===== src/rtl/count_pkg.sv =====
// count_pkg: shared state enum, count width and prescaler width helper for the count sequencer
package count_pkg;
  typedef enum logic [1:0] {IDLE, RUN, PAUSED} state_t;
  localparam int COUNT_W = 5;
  localparam int DEF_MAX_COUNT = 19;
  function automatic int presc_w(input int div);
    return (div > 2) ? $clog2(div) : 1;
  endfunction
endpackage


===== src/rtl/count_seq_ctrl_tick_prescaler.sv =====
// tick_prescaler: free-running divider that pulses tick every TICK_DIV enabled cycles
module tick_prescaler
  import count_pkg::*;
#(
  parameter int TICK_DIV = 50_000_000
) (
  input  logic clk,
  input  logic rst,
  input  logic en,
  output logic tick
);
  localparam int W = presc_w(TICK_DIV);
  localparam logic [W-1:0] LAST = W'(TICK_DIV - 1);
  logic [W-1:0] cnt;
  assign tick = en && (cnt == LAST);
  always_ff @(posedge clk)
    if (rst) cnt <= '0;
    else if (en) cnt <= tick ? '0 : cnt + W'(1);
endmodule


===== src/rtl/count_seq_ctrl.sv =====
// count_seq_ctrl: run/pause sequencer for the 0..MAX_COUNT count; COUNT_SEQ_AUTO_STOP_EN makes it saturate and stop instead of wrap
module count_seq_ctrl
  import count_pkg::*;
#(
  parameter int TICK_DIV  = 50_000_000,
  parameter int MAX_COUNT = DEF_MAX_COUNT
) (
  input  logic               clk,
  input  logic               rst,
  input  logic               start,
  input  logic               pause,
  input  logic               clear,
  input  logic               dir,
  output logic [COUNT_W-1:0] count,
  output logic               running,
  output logic               step,
  output logic               wrap
);
  localparam logic [COUNT_W-1:0] MAXC = COUNT_W'(MAX_COUNT);
  state_t state, state_n;
  logic [COUNT_W-1:0] count_n;
  logic step_n, wrap_n, tick, at_end;
`ifdef COUNT_SEQ_AUTO_STOP_EN
  logic near;
`endif
  // clear also flushes partial prescaler progress
  tick_prescaler #(.TICK_DIV(TICK_DIV)) u_presc (
    .clk (clk),
    .rst (rst | clear),
    .en  (state == RUN),
    .tick(tick)
  );
  assign running = (state == RUN);
  assign at_end = dir ? (count == '0) : (count == MAXC);
`ifdef COUNT_SEQ_AUTO_STOP_EN
  assign near = dir ? (count == COUNT_W'(1)) : (count == MAXC - COUNT_W'(1));
`endif
  always_comb begin
    state_n = state;
    count_n = count;
    step_n = 1'b0;
    wrap_n = 1'b0;
    if (clear) begin
      state_n = IDLE;
      count_n = '0;
    end else begin
      state_n = start ? RUN : (pause && state == RUN) ? PAUSED : state;
      if (tick) begin
`ifdef COUNT_SEQ_AUTO_STOP_EN
        step_n = !at_end;
        wrap_n = near;
        count_n = at_end ? count : dir ? count - COUNT_W'(1) : count + COUNT_W'(1);
        state_n = (at_end || near) ? IDLE : state_n;
`else
        step_n = 1'b1;
        wrap_n = at_end;
        count_n = at_end ? (dir ? MAXC : '0) : dir ? count - COUNT_W'(1) : count + COUNT_W'(1);
`endif
      end
    end
  end
  always_ff @(posedge clk)
    if (rst) begin
      state <= IDLE;
      count <= '0;
      step <= 1'b0;
      wrap <= 1'b0;
    end else begin
      state <= state_n;
      count <= count_n;
      step <= step_n;
      wrap <= wrap_n;
    end
endmodule


===== config.mk =====
export PLATFORM = sky130hd
export DESIGN_NAME = count_seq_ctrl
export DESIGN_NICKNAME = d
export VERILOG_FILES = /design/src/rtl/count_pkg.sv /design/src/rtl/count_seq_ctrl_tick_prescaler.sv /design/src/rtl/count_seq_ctrl.sv
export SDC_FILE = /design/constraint.sdc
export NUM_CORES = 1
export LEC_CHECK = 0
export CORE_UTILIZATION = 50
export DETAILED_ROUTE_END_ITERATION = 8
export MAX_ROUTING_LAYER = met4
export PLACE_DENSITY_LB_ADDON = 0.2
export REMOVE_ABC_BUFFERS = 1
export SYNTH_ARGS = -nofsm -noshare
export SYNTH_HDL_FRONTEND = slang
export SYNTH_SLANG_ARGS = --single-unit

===== constraint.sdc =====
create_clock -name clk -period 2.6 [get_ports clk]
set_input_delay 0.78 -clock clk [delete_from_list [all_inputs] [get_ports clk]]
set_output_delay 0.78 -clock clk [all_outputs]
set_load 0.02 [all_outputs]

==> impl_summary.md <==
Logic synthesis
The count of cell types in the netlist is 40. The most instantiated flip-flop cell in the synthesis netlist is sky130_fd_sc_hd__dfxtp_1. In this run the mean area of a mapped cell was between 8 and 9 um^2. The complex-gate fraction of the synthesized area is 6.26%. The cell accounting for the most synthesized area is sky130_fd_sc_hd__dfxtp_1.

The synthesized design contains 35 register bits. The number of standard cells after synthesis is 192. The count of flip-flops with a built-in enable after synthesis is 0. Of all flip-flops after synthesis, the portion carrying an async set or reset was 0%. The netlist area before placement is 1700 um^2. After synthesis, the largest family of logic cells by area is simple AND/OR/NAND/NOR gates.

The count of yosys warnings during synthesis is 0. The share of the synthesized netlist area taken by xor and xnor gates is 14.4%. The share of synthesized cell area in and, or, nand and nor gates is a little under 30%. The multiplexer area fraction after synthesis is 1.18%. The share of the synthesized area in the top cell type is between 40% and 50%. The post-synthesis sequential area ratio is between 40% and 50%. The arithmetic-cell share of the synthesized area counting full adders, half adders and majority gates is 4.12%. In the post-synthesis netlist, the biggest area contributors are sky130_fd_sc_hd__dfxtp_1 41%, sky130_fd_sc_hd__xor2_1 8.2%, sky130_fd_sc_hd__nor2_1 7.3%.

Clock network
The root buffer cell chosen for the clock tree is sky130_fd_sc_hd__clkbuf_4. The CTS tree is done. The number of buffers created by CTS is 5.

In this run the number of H-tree levels came out at 2. Hold repair after CTS inserted 0 buffers. The clock passes through at most 2 buffers. The number of cells upsized or downsized after cts is 0. The number of clock sinks seen by CTS is 35. The number of setup buffers added after CTS is 0. After clock tree synthesis, the clock-pin slew on the worst setup and hold paths is 0.10 ns. At the later pin of the worst-skew pair, clock insertion delay measures 0.33 ns.

Drt
The sum of met3 wire segment lengths after detailed routing is 99 um. The met1 wire length is between 1.5 and 2 mm. The number of remaining DRC errors is 0. The average via count per standard cell is 5.53. For this run, the detailed router's first-pass iteration total came to 4. The remaining antenna violation count after routing is 0.

Wire segments on met2 add up to 1.62 mm in the final route. The uppermost signal routing layer after detailed routing is met4. The via count of the routed design is 1,422. The post-detailed-routing wire length is 3.28 mm. Dividing the detail-routed wire length by the instance count gives approximately 13 um. The DRC marker count from the first detailed-route iteration is 94.

Finish
The final layout contains 224 nets. The layout overhead on the synthesized area is 15.3%. Once layout is done, the placed cells without fillers occupy 1960 um^2. Measured on the finished design, the core utilization comes to 62.6%. After filler insertion, the fill cell instance count of the layout stands at 289. The area occupied by multi-input gates is 941 um^2. Excluding fillers, the count of instances in the completed layout stands at ~260. The repair_antennas step left the layout with diodes totalling 0.

The share of post-route cells with drive strength above 1 is 7.51%. The flip-flop and latch area is 701 um^2.

Floorplanning
The overall die area is around 3600 um^2. Pin placement for this block handled 14 I/O pins. The area of the placeable core is 3130 um^2.

The total number of placement rows is 20. The starting density of the core is 54.3%. The die is 60.3 um tall. The x dimension of the die is 60.3 um.

Critical path
The number of cells on the worst reg-to-reg path is 6. Across all register-to-register paths, the minimum setup slack is about 0.19 ns. The worst setup path is launched from a register. The worst path arrival time is 1.67 ns.

The classification of the worst setup path is register to output port. The end of the worst register-to-register path is count[2]. Of all nets on the critical path, the largest fanout is 5. The worst register-to-register path begins at u_presc.cnt[8].

The element type at the critical path end is an output port. The required time of the worst setup path is 1.82 ns.

Placement
At the placement stage, the worst setup path has a slack of -0.0953 ns. The count of buffers added on input and output ports is 13. The instance count after placement with tap cells included is 250.

The final weighted congestion in routability-driven placement is 0.809. The cell area after placement is 1900 um^2. The placed wire-length estimate after detailed placement is 2.42 mm.

GRT
The via count of the first global-routing pass was 1,250. The number of antenna violations at the first check in global routing came to 0. The final global-route overflow total is 0. The overall track demand over capacity in global routing is 21.3%. The first global-routing pass estimated 5.53 mm of wire. Entering global routing, the biggest net connects 24 pins.

Power
Sequential cells burn 61.5% of the power. The total power divided by cell area is between 400 and 500 nW/um^2. In this run switching power makes up a little over a fifth of total power.

The total internal power is around 0.7 mW. The standby leakage power is 0.692 nW. The clock network accounts for 33.4% of the total power. The design draws around 0.88 mW.

The switching power is 0.192 mW. The worst-case IR drop observed on VDD is 0.354 mV. The share of total power in combinational logic is about 5.1%.

Worst hold path
The source of the worst hold timing path is u_presc.cnt[0]. The depth of the worst hold-timing path is 2. The worst hold path terminates at u_presc.cnt[0]. The min-delay analysis places its worst path in the category register to register.

STA
Setup repair after global routing left no endpoint under its margin. At the pin with the least slew margin, the transition time is about 0.52 ns. The final-report max-slew violation count was 0. The time the final worst path needs with I/O delays and setup is between 2 and 2.5 ns. The maximum clock frequency is 0.409 GHz.

The summed negative setup slack over all endpoints is 0 ns. The max-slew headroom at the worst pin is 64.9%. The final hold slack is 0.520 ns. The worst-case clock skew is between 0.007 and 0.008 ns. Setup violations remaining at the end of the flow were counted as 0. The worst path setup slack after routing is about 0.15 ns.

The number of endpoints with negative hold slack in the final report is 0. Of the available clock period, the critical path in the final layout requires 94.1%.

Job
The reported max-cap violation count is 0.

Outcome
The flow ran to the end, and the final reports show no timing, DRC or antenna violations.
how the worst max path moves through the flow:
stage,start,end,slack (ns),cells after the start
after detailed placement,dir,count[2],-0.1,7
after global placement,dir,count[4],0.01,7
final,state[0],running,0.15,3
after global routing,u_presc.cnt[8],count[1],0.05,6
after CTS,state[0],running,0.14,3
after floorplan,u_presc.cnt[8],u_presc.cnt[10],-0.05,5
kinds of logic (layout without fill, tap and decap cells):
logic type | count (synthesis) | count (layout)
buffers and inverters | 10 | 31
and+or+nand+nor | 96 | 96
DFF | 35 | 35
muxes | 2 | 2
AOI/OAI and AO/OA | 16 | 16
xor gates and xnor gates | 28 | 28
adders and majority gates | 5 | 5
routing by layer:
metal / track usage, % / vias to the layer above
li1: - / 710
met3: 6.93 / 6
met4: 7.64 / 0
met2: 33.9 / 18
met1: 24.8 / 688
met5: - / -
registers in the layout (all words and copies together), names as in the netlist:
register,count
count,5
state,2
step,1
u_presc.cnt,26
wrap,1
critical path, cell delays in order (launching register included):
cell and delay, ns:
sky130_fd_sc_hd__dfxtp_1 0.42, sky130_fd_sc_hd__nand2b_1 0.14, sky130_fd_sc_hd__inv_1 0.16, sky130_fd_sc_hd__clkdlybuf4s50_1 0.63
final cells by class:
cell class | instances | share of cell area (%)
timing repair buffer | 19 | 9.58
inverter | 5 | 0.958
tap | 44 | 2.81
multi-input combinational | 147 | 48.0
clock inverter | 1 | 0.255
clock buffer | 6 | 2.62
sequential | 35 | 35.8
power by group through the flow:
stage	sequential, mW	combinational, mW	clock (mW)
final	0.539	0.0443	0.293
after detailed placement	0.551	0.0439	0
after floorplan	0.551	0.0228	0
after CTS	0.539	0.0441	0.304
after global placement	0.551	0.0423	0
after global routing	0.539	0.0494	0.331
placed cells by master (no fill, tap or decap), types with 2 or more instances in the layout:
cell type,Yosys,routed
sky130_fd_sc_hd__nor4b_1,2,2
sky130_fd_sc_hd__or4_1,2,2
sky130_fd_sc_hd__nand2b_1,3,3
sky130_fd_sc_hd__nor3_1,8,8
sky130_fd_sc_hd__clkdlybuf4s50_1,0,13
sky130_fd_sc_hd__a21oi_1,8,8
sky130_fd_sc_hd__dfxtp_1,35,35
sky130_fd_sc_hd__xor2_1,16,16
sky130_fd_sc_hd__ha_1,4,4
sky130_fd_sc_hd__mux2i_1,2,2
sky130_fd_sc_hd__clkbuf_4,0,5
sky130_fd_sc_hd__nand3b_1,2,2
sky130_fd_sc_hd__buf_4,1,5
sky130_fd_sc_hd__a2bb2oi_1,2,2
sky130_fd_sc_hd__xnor2_1,12,12
sky130_fd_sc_hd__nor4_1,3,3
sky130_fd_sc_hd__nor2_1,33,33
sky130_fd_sc_hd__a21o_1,2,2
sky130_fd_sc_hd__nand4_1,10,10
sky130_fd_sc_hd__nand2_1,10,10
sky130_fd_sc_hd__inv_1,5,5
sky130_fd_sc_hd__nand3_1,11,11
synth_stat cells (2+ instances only):
cell type	n
sky130_fd_sc_hd__dfxtp_1	35
sky130_fd_sc_hd__nor2_1	33
sky130_fd_sc_hd__xor2_1	16
sky130_fd_sc_hd__xnor2_1	12
sky130_fd_sc_hd__nand3_1	11
sky130_fd_sc_hd__nand2_1	10
sky130_fd_sc_hd__nand4_1	10
sky130_fd_sc_hd__a21oi_1	8
sky130_fd_sc_hd__nor3_1	8
sky130_fd_sc_hd__inv_1	5
sky130_fd_sc_hd__ha_1	4
sky130_fd_sc_hd__nand2b_1	3
sky130_fd_sc_hd__nor4_1	3
sky130_fd_sc_hd__a21o_1	2
sky130_fd_sc_hd__a2bb2oi_1	2
sky130_fd_sc_hd__buf_6	2
sky130_fd_sc_hd__mux2i_1	2
sky130_fd_sc_hd__nand3b_1	2
sky130_fd_sc_hd__nor4b_1	2
sky130_fd_sc_hd__or4_1	2
No activity file was read; power rests on OpenSTA's default activity.
